`src/rtl/random_event_sched.sv`:
```
// Random pet-event scheduler: turns an LFSR byte stream into randomly spaced, randomly typed events.
// Optional weighted event types are enabled with `define RAND_EVT_WEIGHT_EN.
module random_event_sched #(
  parameter int MIN_INTERVAL = 8,
  parameter int RAND_BITS    = 5,
  parameter int MISS_W       = 4
) (
  input  logic              clk,
  input  logic              rst,
  input  logic              enable,
  input  logic              tick_in,
  input  logic [7:0]        rand_in,
  output logic              event_valid,
  input  logic              event_ready,
  output logic [1:0]        event_type,
  output logic [7:0]        countdown,
  output logic [MISS_W-1:0] missed_cnt
);

  typedef enum logic [1:0] {
    IDLE  = 2'd0,
    LOAD  = 2'd1,
    COUNT = 2'd2
  } state_t;

  state_t state;
  logic   handshake;
  logic   expiry;

  localparam logic [7:0] RAND_MASK = 8'((1 << RAND_BITS) - 1);
  localparam logic [7:0] MIN_IVL   = 8'(MIN_INTERVAL);

  function automatic logic [7:0] interval_of(input logic [7:0] r);
    return MIN_IVL + (r & RAND_MASK);
  endfunction

  function automatic logic [1:0] type_of(input logic [7:0] r);
`ifdef RAND_EVT_WEIGHT_EN
    case (r[7:5])
      3'd0, 3'd1, 3'd2, 3'd3: return 2'd0;
      3'd4, 3'd5:             return 2'd1;
      3'd6:                   return 2'd2;
      default:                return 2'd3;
    endcase
`else
    return r[7:6];
`endif
  endfunction

  function automatic logic [MISS_W-1:0] sat_inc(input logic [MISS_W-1:0] v);
    return (&v) ? v : v + {{(MISS_W-1){1'b0}}, 1'b1};
  endfunction

  assign handshake = event_valid & event_ready;
  // Expiry only counts while enabled; dropping enable wins over a coincident final tick.
  assign expiry    = (state == COUNT) & enable & tick_in & (countdown == 8'd1);

  always_ff @(posedge clk or negedge rst) begin
    if (!rst) begin
      state       <= IDLE;
      event_valid <= 1'b0;
      event_type  <= 2'd0;
      countdown   <= 8'd0;
      missed_cnt  <= '0;
    end else begin
      case (state)
        IDLE: begin
          if (enable) state <= LOAD;
        end
        LOAD: begin
          if (!enable) begin
            state     <= IDLE;
            countdown <= 8'd0;
          end else begin
            countdown <= interval_of(rand_in);
            state     <= COUNT;
          end
        end
        COUNT: begin
          if (!enable) begin
            state     <= IDLE;
            countdown <= 8'd0;
          end else if (tick_in) begin
            countdown <= countdown - 8'd1;
            if (countdown == 8'd1) state <= LOAD;
          end
        end
        default: begin
          state     <= IDLE;
          countdown <= 8'd0;
        end
      endcase

      // A consumed slot can be refilled in the same clock; otherwise a new expiry is dropped.
      if (expiry) begin
        if (!event_valid || event_ready) begin
          event_valid <= 1'b1;
          event_type  <= type_of(rand_in);
        end else begin
          missed_cnt <= sat_inc(missed_cnt);
        end
      end else if (handshake) begin
        event_valid <= 1'b0;
      end
    end
  end

endmodule

```
`config.mk`:
```
export PLATFORM = sky130hd
export DESIGN_NAME = random_event_sched
export DESIGN_NICKNAME = d
export VERILOG_FILES = /design/src/rtl/random_event_sched.sv
export SDC_FILE = /design/constraint.sdc
export NUM_CORES = 1
export LEC_CHECK = 0
export ABC_AREA = 1
export BUFFER_PORTS_ARGS = -buffer_cell sky130_fd_sc_hd__buf_2
export CORE_MARGIN = 2
export CORE_UTILIZATION = 56
export DETAILED_ROUTE_END_ITERATION = 8
export PLACE_DENSITY = 0.9
export SYNTH_ARGS = -nofsm -noshare
export SYNTH_HDL_FRONTEND = slang
export SYNTH_SLANG_ARGS = --single-unit
```
`constraint.sdc`:
```
create_clock -name clk -period 2.4 [get_ports clk]
set_input_delay 0.36 -clock clk [delete_from_list [all_inputs] [get_ports clk]]
set_output_delay 0.36 -clock clk [all_outputs]
set_load 0.01 [all_outputs]
```
-- Yosys cells after proc, flatten, opt, wreduce, memory -nomap -nowiden
Index checks and enable logic that the tools add are counted.
- bitwise operators: 7
- muxes and demuxes: 13
- eq/ne operators: 7
- reduce and logical (&&, ||, !) cells: 10
- add/subtract/negate cells: 3
- operators with widths (operator ; count):
    $pmux W8 S3 ; 1
    $mux W8 ; 2
    $mux W2 ; 5
    $eq A8 B1 Y1 const B ; 1
    $sub A8 B1 Y8 const B ; 1
    $add A4 B5 Y6 const A ; 1
    $mux W6 ; 1
    $pmux W2 S3 ; 1
    $reduce_and A2 Y1 ; 3
    $reduce_and A3 Y1 ; 2
    $add A4 B1 Y4 const B ; 1
    $and A1 B1 Y1 ; 4
    $reduce_and A4 Y1 ; 1
    $mux W1 ; 3
    $ne A3 B2 Y1 const B ; 1
    $ne A3 B3 Y1 const B ; 1
    $not A1 Y1 ; 3
    $eq A2 B1 Y1 const B ; 1
    $eq A2 B2 Y1 const B ; 1
    $logic_not A2 Y1 ; 1
    $ne A2 B1 Y1 const B ; 1
    $ne A2 B2 Y1 const B ; 1
    $reduce_bool A2 Y1 ; 1
    $logic_not A1 Y1 ; 1
    $logic_or A1 B1 Y1 ; 1
- input bits: 13
- register bits: 17
- output and inout port bits: 15

-- Depth between registers and ports, before layout
Gate-level depths: netlist (run 1).
- depth after elaboration: 6
- depth in mapped cells: 8
- gate-level depth less buffers: 8

-- Worst setup path after synthesis (run 1)
Ideal clock, no wire load.
- path kind: register to register
- from: register state[0]
- to: register countdown[2]
- data arrival time: 1169 ps
- setup slack: 1104 ps
- path buffers: 0
- setup time: 128 ps
- stages on the path, launching flop included: 9
- required time: 2272 ps
- path through: dfrtp_1 > inv_1 > ha_1 > nand2_4 > inv_2 > nand4_1 > clkinv_1 > o21ai_0 > nand3_1
- cells in the longest elaborated chain, start to end: 3
- ends and longest elaborated chain (element ; RTL line ; RTL):
    start: declaration ; 26 ; state_t state;
    start signal: assignment ; 60 ; state <= IDLE;
    start signal: assignment ; 68 ; if (enable) state <= LOAD;
    start signal: assignment ; 72 ; state <= IDLE;
    $eq A2 B2 Y1 / $logic_not A2 Y1 (equally long branches) ; 66 ; case (state)
    $ne A3 B3 Y1 (no line) / $not A1 Y1 (equally long branches) ; n/a ;
    $reduce_and A2 Y1 (no line) ; n/a ;
    end signal: assignment ; 75 ; countdown <= interval_of(rand_in);
    end signal: assignment ; 84 ; countdown <= countdown - 8'd1;
    end: declaration ; 16 ; output logic [7:0] countdown,
Several ways; a longest one is shown, not always the timed one.
A chain may end at the register's enable or synchronous reset.

-- Worst setup path after layout (run 1)
- from: register state[0]
- to: register countdown[4]
The elaborated chain is that of the path after synthesis.

==> results of run 1 <==
==> per-stage QoR <==
stage / hold slack (ps) / instances / setup slack [ps] / utilization, %
2_1_floorplan: 64.4 / 150 / 1100 / -
3_3_place_gp: 304 / 203 / 963 / 67.5
3_5_place_dp: 307 / 203 / 918 / 67.5
4_1_cts: 262 / 208 / 894 / 69.4
5_1_grt: 296 / 208 / 745 / 69.4
6_report: 270 / 208 / 884 / 69.4
==> cell families after synthesis <==
kind of cell	Yosys count
AO/OA/AOI/OAI	15
XOR/XNOR	2
adder cells (fa/ha/maj)	8
buffers and inverters	21
flip-flops	17
AND/OR/NAND/NOR	87
==> routing by layer <==
metal  track usage (%)  wire (um)  part of all wire, %
met3              2.73        137                  5.6
met4              6.02          8                 0.33
met5                 0          0                    0
met2              36.5       1230                   50
met1              28.2       1060                   44
==> state kept, by name, indices dropped and copies added (netlist names) <==
name         count
countdown        8
event_type       2
event_valid      1
missed_cnt       4
state            2
==> final timing paths <==
check	start	cells past startpoint	endpoint	slack, ps
hold / removal	rand_in[7]	3	event_type[1]	270
hold reg to reg	event_type[0]	2	event_type[0]	480
setup reg to reg	state[0]	7	countdown[4]	880
setup / recovery	state[0]	7	countdown[4]	880
min in group asynchronous	rst	2	countdown[4]	500
max in group asynchronous	rst	2	missed_cnt[2]	1620
==> critical path, delay by kind of cell, from the launching register on <==
kind | cells | cell delay, ps
DFF | 1 | 410
adders and majority gates | 1 | 240
and+or+nand+nor | 5 | 740
buffers and inverters | 1 | 80
==> final cells by class <==
cell class                      count  area [um^2]
Multi-Input combinational cell    112          654
Fill cell                         176          601
Sequential cell                    17          425
Timing Repair Buffer               27          140
Inverter                           21         80.1
Tap cell                           27         33.8
Clock buffer                        3         22.5
Clock inverter                      1         5.00
==> cell usage after synthesis <==
library cell	number
o21ai_2	1
xnor2_1	2
nand2_2	1
nor2_4	2
o211ai_1	1
o21ai_1	1
nand3_4	1
clkinv_2	1
a21oi_1	2
clkinv_1	1
nor2_8	1
o21ai_4	1
o2111ai_1	1
nand3b_1	2
o21bai_1	1
inv_2	1
nand4_1	4
inv_1	18
nand3_1	18
or2_0	1
o21ai_0	6
nor2_1	14
nand2_1	39
dfrtp_1	17
o22ai_1	1
ha_1	8
nand2_4	2
nor2_2	2
==> power groups by stage <==
stage | clock [uW] | sequential (uW) | combinational, uW
floorplan | 0 | 439 | 576
global placement | 0 | 426 | 743
detailed placement | 0 | 433 | 773
CTS | 165 | 428 | 778
global route | 178 | 440 | 864
finish | 161 | 429 | 778
==> what timing repair did <==
item | 4_1_cts | 5_1_grt
endpoints found under the hold margin | 17 | 0
endpoints found under the setup margin | 0 | 0
hold buffers | 1 | 0
resized for setup | 0 | 0
==> results.yml, run 1 <==
logic_synthesis:
  synth.area.mux_share_pct: 0
  synthDistinctLibCells: 28
  synth-compound-area-share_pct: 8.63
  yosys_warnings: 0
  ys_ff_latch: 17
  synth_top_area_share_pct: 36.7
  synth_top_cell_by_area: "dfrtp_1"
  synth_fa_ha_area_share_pct: 8.63
  syn_area_um2: 1160
  syn_nets: 171
  avgSynthCellArea_um2: 7.73
  synthTopCellsByArea: "dfrtp_1, nand2_1, ha_1"
  synth_top_family_by_area: "simple AND/OR/NAND/NOR gates"
  synthSimpleGateAreaFrac_pct: 37.6
  synth_cells: 150
  synth_seq_area_share_pct: 36.7
  synth-xor-area-share_pct: 1.51
final_layout:
  finalNetCount: 203
  areaGrowthSynthToFinish_pct: 17.4
  diodes: 0
  final_cell_mix: "nand2_1, buf_2, inv_1, nand3_1, dfrtp_1"
  final_common_cell: "nand2_1"
  layout-drive-gt1-share_pct: 23.8
  final_area_um2: 1360
critical_path:
  worstSetupStartpointType: "flip-flop"
  criticalPathCategory: "flip-flop to flip-flop"
  endpoint_kind: "flip-flop"
  path_cells: "inv_1 > ha_1 > nand2_4 > nor2_1 > nor2_1 > nand4_1 > nand3_1"
  crit_top_cell: "nor2_1"
  critPathMaxFanout: 6
  worst_ep_required_time_ps: 2640
  cp_slowest_cell: "dfrtp_1"
  critPathArrivalTime_ps: 1760
  slowest_delay_ps: 410
timing:
  rsz0062_at_grt: "false"
  fin_tns_setup_ps: 0
  setup_viol: 0
  period_share_pct: 63.2
  slew_headroom_pct: 73.9
  period_needed_ps: 1520
  skew_ps: 7.08
  fmax_ghz: 0.660
  worst_pin_slew_ps: 391
  maxSlewViolCount: 0
  hold_violations: 0
route:
  wirelength_um: 2440
  vias: 1065
  post_drt_wl_per_cell_um: 11.7
  viasPerCell: 5.12
  ant_nets: 0
  dr.pass1.iters: 4
  drc_errors: 0
  drtIter0Drc: 33
clock_network:
  numCtsBuffers: 3
  cts_max_path_buffers: 2
  cts_max_level: 1
  cts.sinks: 17
  clkLatencyLatePin_ps: 300
  clk_pin_slew_ps: 110
  root_buffer: "clkbuf_4"
  cts_tree: "yes"
  post_cts_buffers: 0
place:
  io_buffers: 26
  routabilityCongestion: 0.888
  dpl-instance-area_um2: 1320
  hpwl_um: 1900
power:
  p_int_uw: 693
  p_total_uw: 1370
  p_seq_share_pct: 31.4
  combPwrFrac_pct: 56.9
  p_leak_uw: 0.000757
  p_switching_uw: 675
  ir_drop_mv: 0.786
  switching_share_pct: 49.3
  pwr-share-clk_pct: 11.8
  pwr_density_cell_nw_per_um2: 1000
die:
  core_area_um2: 1960
  io_pins: 28
  row_count: 16
  initial_core_util_pct: 59.1
  chipWidth_um: 49.5
  die_h_um: 49.5
  die-area_um2: 2450
grt:
  globalRouteTotalUtil_pct: 21.3
  overflow: 0
  grt_max_degree: 18
  grt_pass1_vias: 1002
  antenna_found_initial: 0
  grt_pass1_wl_um: 4090
run:
  maxCapViolations: 0
outcome:
  status: "finished clean"
worst_hold_path:
  min_path_type: "input pin to flip-flop"
Power figures use the tool's default switching activity.
==> run 2: changes to the inputs <==
--- a/config.mk
+++ b/config.mk
@@ -8,9 +8,9 @@
 export ABC_AREA = 1
 export BUFFER_PORTS_ARGS = -buffer_cell sky130_fd_sc_hd__buf_2
 export CORE_MARGIN = 2
-export CORE_UTILIZATION = 56
+export CORE_UTILIZATION = 47
 export DETAILED_ROUTE_END_ITERATION = 8
-export PLACE_DENSITY = 0.9
+export PLACE_DENSITY = 0.81
 export SYNTH_ARGS = -nofsm -noshare
 export SYNTH_HDL_FRONTEND = slang
 export SYNTH_SLANG_ARGS = --single-unit
==> constraint.sdc (replaced) <==
create_clock -name clk -period 1.34 [get_ports clk]
set_input_delay 0.201 -clock clk [delete_from_list [all_inputs] [get_ports clk]]
set_output_delay 0.201 -clock clk [all_outputs]
set_load 0.01 [all_outputs]
==> run 2 against run 1 <==
Effect of this change: final area rose by 17%; setup slack got worse by 870 ps; clock power increased by 82%; global-route usage increased by 1.5 points; wire length grew 23%; non-clock buffer count rose by 16; combinational power grew to 2.8 times the previous value; sequential share of layout area decreased by 4.6 points; count of clock-buffer cells in the layout unchanged; die area increased by 18%; worst hold slack lost 170 ps; register-to-register slack got worse by 870 ps; critical endpoint is now countdown[1]; highest routed layer unchanged.
==> results.yml, run 2 (synthesized netlist as in run 1, its figures left out) <==
outcome:
  status: "finished clean"
final_layout:
  largest_register_ffs: 8
  nFillCells: 172
  final_util_pct: 70.3
  final_common_cell: "nand2_1"
  finalNetCount: 219
  top_register: "countdown"
  reg_top3: "countdown: 8 flops, missed_cnt: 4 flops"
  seq_area_um2: 427
  stdcell_count: 225
  multi_input_area_um2: 761
  diodes: 0
  layout-drive-gt1-share_pct: 40.1
  final_cell_mix: "nand2_1, buf_2, nand3_1"
  areaGrowthSynthToFinish_pct: 37.9
critical_path:
  path_cells: "inv_2 > ha_4 > nand2_8 > buf_4 > o22ai_2 > nand2_1 > o21ai_2"
  r2r_start: "state[0]"
  cp_slowest_cell: "dfrtp_1"
  critPathArrivalTime_ps: 1560
  timing.rr.end: "countdown[1]"
  endpoint_kind: "flip-flop"
  ff2ff_setup_slack_ps: 10
  worst_ep_required_time_ps: 1570
  r2r_cells: 7
  criticalPathCategory: "flip-flop to flip-flop"
  slowest_delay_ps: 410
  worstSetupStartpointType: "flip-flop"
  critPathBufInv: 2
  critPathMaxFanout: 6
  path_delay_family: "flip-flops"
die:
  io_pins: 28
  die_h_um: 53.7
  row_count: 17
  core_area_um2: 2280
  chipWidth_um: 53.7
  initial_core_util_pct: 51.0
  die-area_um2: 2880
timing:
  skew_ps: 4.77
  fmax_ghz: 0.752
  period_needed_ps: 1330
  maxSlewViolCount: 0
  setup_viol: 0
  period_share_pct: 99.2
  rsz0062_at_grt: "true"
  setup_ws_ps: 10.6
  timing.hold.ws_ps: 96.8
  worst_pin_slew_ps: 411
  slew_headroom_pct: 72.6
  hold_violations: 0
place:
  hpwl_um: 2020
  pre_cts_ws_ps: -77.4
  io_buffers: 26
  routabilityCongestion: 0.881
  dpl.cell_count: 215
worst_hold_path:
  min_path_type: "input pin to flip-flop"
  min_path_cells: 3
  hold_start: "rand_in[7]"
  holdPathEnd: "event_type[1]"
route:
  vias: 1142
  dr.pass1.iters: 4
  viasPerCell: 5.08
  wirelength_um: 3000
  ant_nets: 0
  drc_errors: 0
  post_drt_wl_per_cell_um: 13.3
  drtIter0Drc: 32
clock_network:
  cts.sinks: 17
  clk_pin_slew_ps: 110
  cts_max_level: 1
  root_buffer: "clkbuf_4"
  cts_max_path_buffers: 2
  cts_tree: "yes"
  clkLatencyLatePin_ps: 290
  numCtsBuffers: 3
grt:
  globalRouteTotalUtil_pct: 22.7
  grt_max_degree: 18
  antenna_found_initial: 0
  grt_pass1_wl_um: 4730
  grt_pass1_vias: 1133
  overflow: 0
run:
  maxCapViolations: 0
power:
  p_leak_uw: 0.000847
  ir_drop_mv: 1.68
  pwr_density_cell_nw_per_um2: 2000
## run 2: cell count changes in the layout (fill, tap and decap cells not counted), moves of 2 or more
cell | before | now
buf_6 | 0 | 2
o21ai_0 | 6 | 1
o21ai_1 | 1 | 5
buf_4 | 0 | 14
inv_1 | 18 | 15
nand2_1 | 39 | 36
inv_2 | 1 | 4
ha_4 | 0 | 3
ha_1 | 8 | 3
ha_2 | 0 | 2
nor2_1 | 14 | 10
nor2_2 | 2 | 5
## run 2: layout make-up
cell class / count / share of cell area, %
multi-input cells: 112 / 47.6
flip-flops and latches: 17 / 26.7
repair buffers: 43 / 16.7
inverters: 21 / 5.09
well taps: 28 / 2.19
clock buffers: 3 / 1.41
clock inverters: 1 / 0.313
## run 2: worst max-delay path by stage
stage                 startpoint  depth (start not counted)             to
floorplan               state[0]                          8   countdown[2]
global placement        state[1]                          6   countdown[2]
detailed placement      state[0]                          8   countdown[2]
CTS                 countdown[1]                          7       state[1]
global route        countdown[1]                          8  missed_cnt[1]
finish                  state[0]                          7   countdown[1]
## run 2: worst min-delay path, stage by stage
cell and delay, ps:
buf_2 70, nand2_1 40, nand2_1 50
## run 2: metal layers
metal	GRT usage [%]	share of wire, %	vias up
met5	0	0	-
met4	10.3	2.0	0
met3	2.22	2.7	6
met2	39.2	53	21
met1	28.4	42	533
li1	-	-	582
## run 2: per-stage QoR
step / setup TNS, ps / total power, uW / instance area [um^2]
detailed placement: -435 / 2420 / 1410
global route: -989 / 3450 / 1600
global placement: -45.6 / 2340 / 1410
floorplan: 0 / 1820 / 1160
finish: 0 / 3210 / 1600
CTS: 0 / 2920 / 1530
## run 2: power by group
part	internal [uW]	switching (uW)
sequential	627	137
combinational	964	1190
clock	111	182
total	1700	1500
## run 2: timing repair
action                                  in CTS  in global routing
endpoints found under the setup margin      16                 16
pin swaps                                    2                  5
gates resized for setup                     15                 19
setup buffers                                2                  3
hold endpoints to repair                    17                  0
hold buffers                                 1                  0
==> run 3: changes to the inputs <==
--- a/config.mk
+++ b/config.mk
@@ -10,7 +10,8 @@
 export CORE_MARGIN = 2
 export CORE_UTILIZATION = 47
 export DETAILED_ROUTE_END_ITERATION = 8
-export PLACE_DENSITY = 0.81
+export PLACE_DENSITY_LB_ADDON = 0.1
+export RECOVER_POWER = 50
 export SYNTH_ARGS = -nofsm -noshare
 export SYNTH_HDL_FRONTEND = slang
 export SYNTH_SLANG_ARGS = --single-unit
==> run 3 against run 2 <==
Effect of this change: the flow now finishes with violations (negative setup slack); worst hold slack better by 2.7 ps; sequential share of layout area is 0.44 points higher; critical path depth stayed put; final area is 1.3% lower; count of clock-buffer cells in the layout is 1 higher; sequential cell count stayed put; final cell count is 0.44% lower; non-clock buffer count is 1 lower; clock skew is 1.8 ps higher; first-iteration DRC count is 38% lower; critical endpoint is now missed_cnt[0]; highest routed layer is now met3.
==> results.yml, run 3 (synthesized netlist as in run 1, its figures left out) <==
die:
  row_count: 17
  io_pins: 28
  die-area_um2: 2880
  die_h_um: 53.7
  core_area_um2: 2280
  initial_core_util_pct: 51.0
  chipWidth_um: 53.7
power:
  pwr_density_cell_nw_per_um2: 1920
  p_leak_uw: 0.000828
  p_total_uw: 3030
  ir_drop_mv: 1.51
timing:
  worst_pin_slew_ps: 435
  slew_headroom_pct: 71.0
  period_share_pct: 100
  hold_violations: 0
  timing.hold.ws_ps: 99.6
  setup_viol: 1
  setup_ws_ps: -1.79
  rsz0062_at_grt: "true"
  maxSlewViolCount: 0
  fmax_ghz: 0.745
  period_needed_ps: 1340
  skew_ps: 6.56
route:
  dr.pass1.iters: 4
  viasPerCell: 5.18
  drc_errors: 0
  wirelength_um: 2830
  post_drt_wl_per_cell_um: 12.6
  ant_nets: 0
  drtIter0Drc: 20
  vias: 1160
critical_path:
  endpoint_kind: "flip-flop"
  r2r_cells: 7
  crit_top_cell: "nand2_1"
  cp_slowest_cell: "dfrtp_1"
  ff2ff_setup_slack_ps: -2
  critPathArrivalTime_ps: 1530
  worstSetupStartpointType: "flip-flop"
  worst_ep_required_time_ps: 1520
  worstSetupEndpoint: "missed_cnt[0]"
  slowest_delay_ps: 410
  crit_start: "state[0]"
  timing.rr.end: "missed_cnt[0]"
  criticalPathCategory: "flip-flop to flip-flop"
  critPathMaxFanout: 6
  r2r_start: "state[0]"
  path_cells: "inv_2 > ha_4 > nand2_8 > nor2_4 > nand3_4 > nand2_1 > nand2_1"
final_layout:
  diodes: 0
  final_cell_mix: "nand2_1, buf_2, nand3_1"
  top_register: "countdown"
  layout-drive-gt1-share_pct: 38.8
  final_common_cell: "nand2_1"
  areaGrowthSynthToFinish_pct: 36.0
  finalNetCount: 218
  largest_register_ffs: 8
  reg_top3: "countdown: 8 flops, missed_cnt: 4 flops"
grt:
  grt_pass1_wl_um: 4570
  antenna_found_initial: 0
  globalRouteTotalUtil_pct: 22.0
  grt_pass1_vias: 1127
  grt_max_degree: 18
  overflow: 0
clock_network:
  cts_max_path_buffers: 2
  cts_max_level: 1
  root_buffer: "clkbuf_4"
  numCtsBuffers: 3
  cts_tree: "yes"
  cts.sinks: 17
  clkLatencyLatePin_ps: 290
  clk_pin_slew_ps: 100
worst_hold_path:
  min_path_type: "input pin to flip-flop"
place:
  io_buffers: 26
  hpwl_um: 2010
  routabilityCongestion: 0.763
  pre_cts_ws_ps: -28.1
outcome:
  status: "finished with violations"
  violations: "negative setup slack"
run:
  maxCapViolations: 0
==> run 3: cell count changes in the layout (fill, tap and decap cells not counted), sizes merged <==
cell,previous run,this run
clkinv,3,1
buf,42,38
inv,19,20
clkbuf,3,7
==> run 3: worst min path at each step <==
stage / end / slack [ps] / from / cells past startpoint
floorplan: countdown[0] / -90 / rst / 0
global placement: countdown[5] / 150 / rst / 1
detailed placement: countdown[3] / 150 / rst / 1
CTS: event_type[1] / 100 / rand_in[7] / 3
global route: event_type[1] / 90 / rand_in[7] / 3
finish: event_type[1] / 100 / rand_in[7] / 3
==> run 3: report_power, final <==
| group | total (uW) | internal, uW | switching [uW] |
|---|---|---|---|
| logic | 1990 | 862 | 1130 |
| clock network | 275 | 116 | 159 |
| registers | 773 | 630 | 143 |
| total | 3030 | 1610 | 1430 |
==> run 3: per-stage QoR <==
step	util (%)	TNS (ps)	instances	instance area, um^2
after floorplan	-	0	150	1160
after global placement	62.2	-5.15	216	1420
after detailed placement	62.2	-141	216	1420
after CTS	65.9	-23.6	222	1500
after global routing	69.3	-500	224	1580
final	69.3	-1.79	224	1580
==> run 3: area by class of cell <==
cell class | count | area, um^2
inverter | 21 | 82.6
clock buffer | 4 | 26.3
sequential | 17 | 428
timing repair buffer | 42 | 250
tap | 28 | 35.0
multi-input combinational | 112 | 756
fill | 194 | 698
==> run 3: what timing repair did <==
item,4_1_cts,5_1_grt
gates resized for setup,13,21
endpoints found under the setup margin,15,16
pin swaps,4,9
endpoints found under the hold margin,17,0
hold buffers,1,0
setup buffers,1,2
==> run 3: worst max-delay path, delay by kind of cell, from the launching register on <==
| kind | cells | cell delay, ps |
|---|---|---|
| and+or+nand+nor | 5 | 550 |
| DFF | 1 | 410 |
| adders and majority gates | 1 | 170 |
| buffers and inverters | 1 | 110 |
==> run 3: per-layer routing <==
metal	GRT usage (%)	up-vias	part of all wire, %
met2	41.3	31	54
met4	4.70	0	0
li1	-	581	-
met5	0	-	0
met1	24.9	548	42
met3	5.28	0	4.0
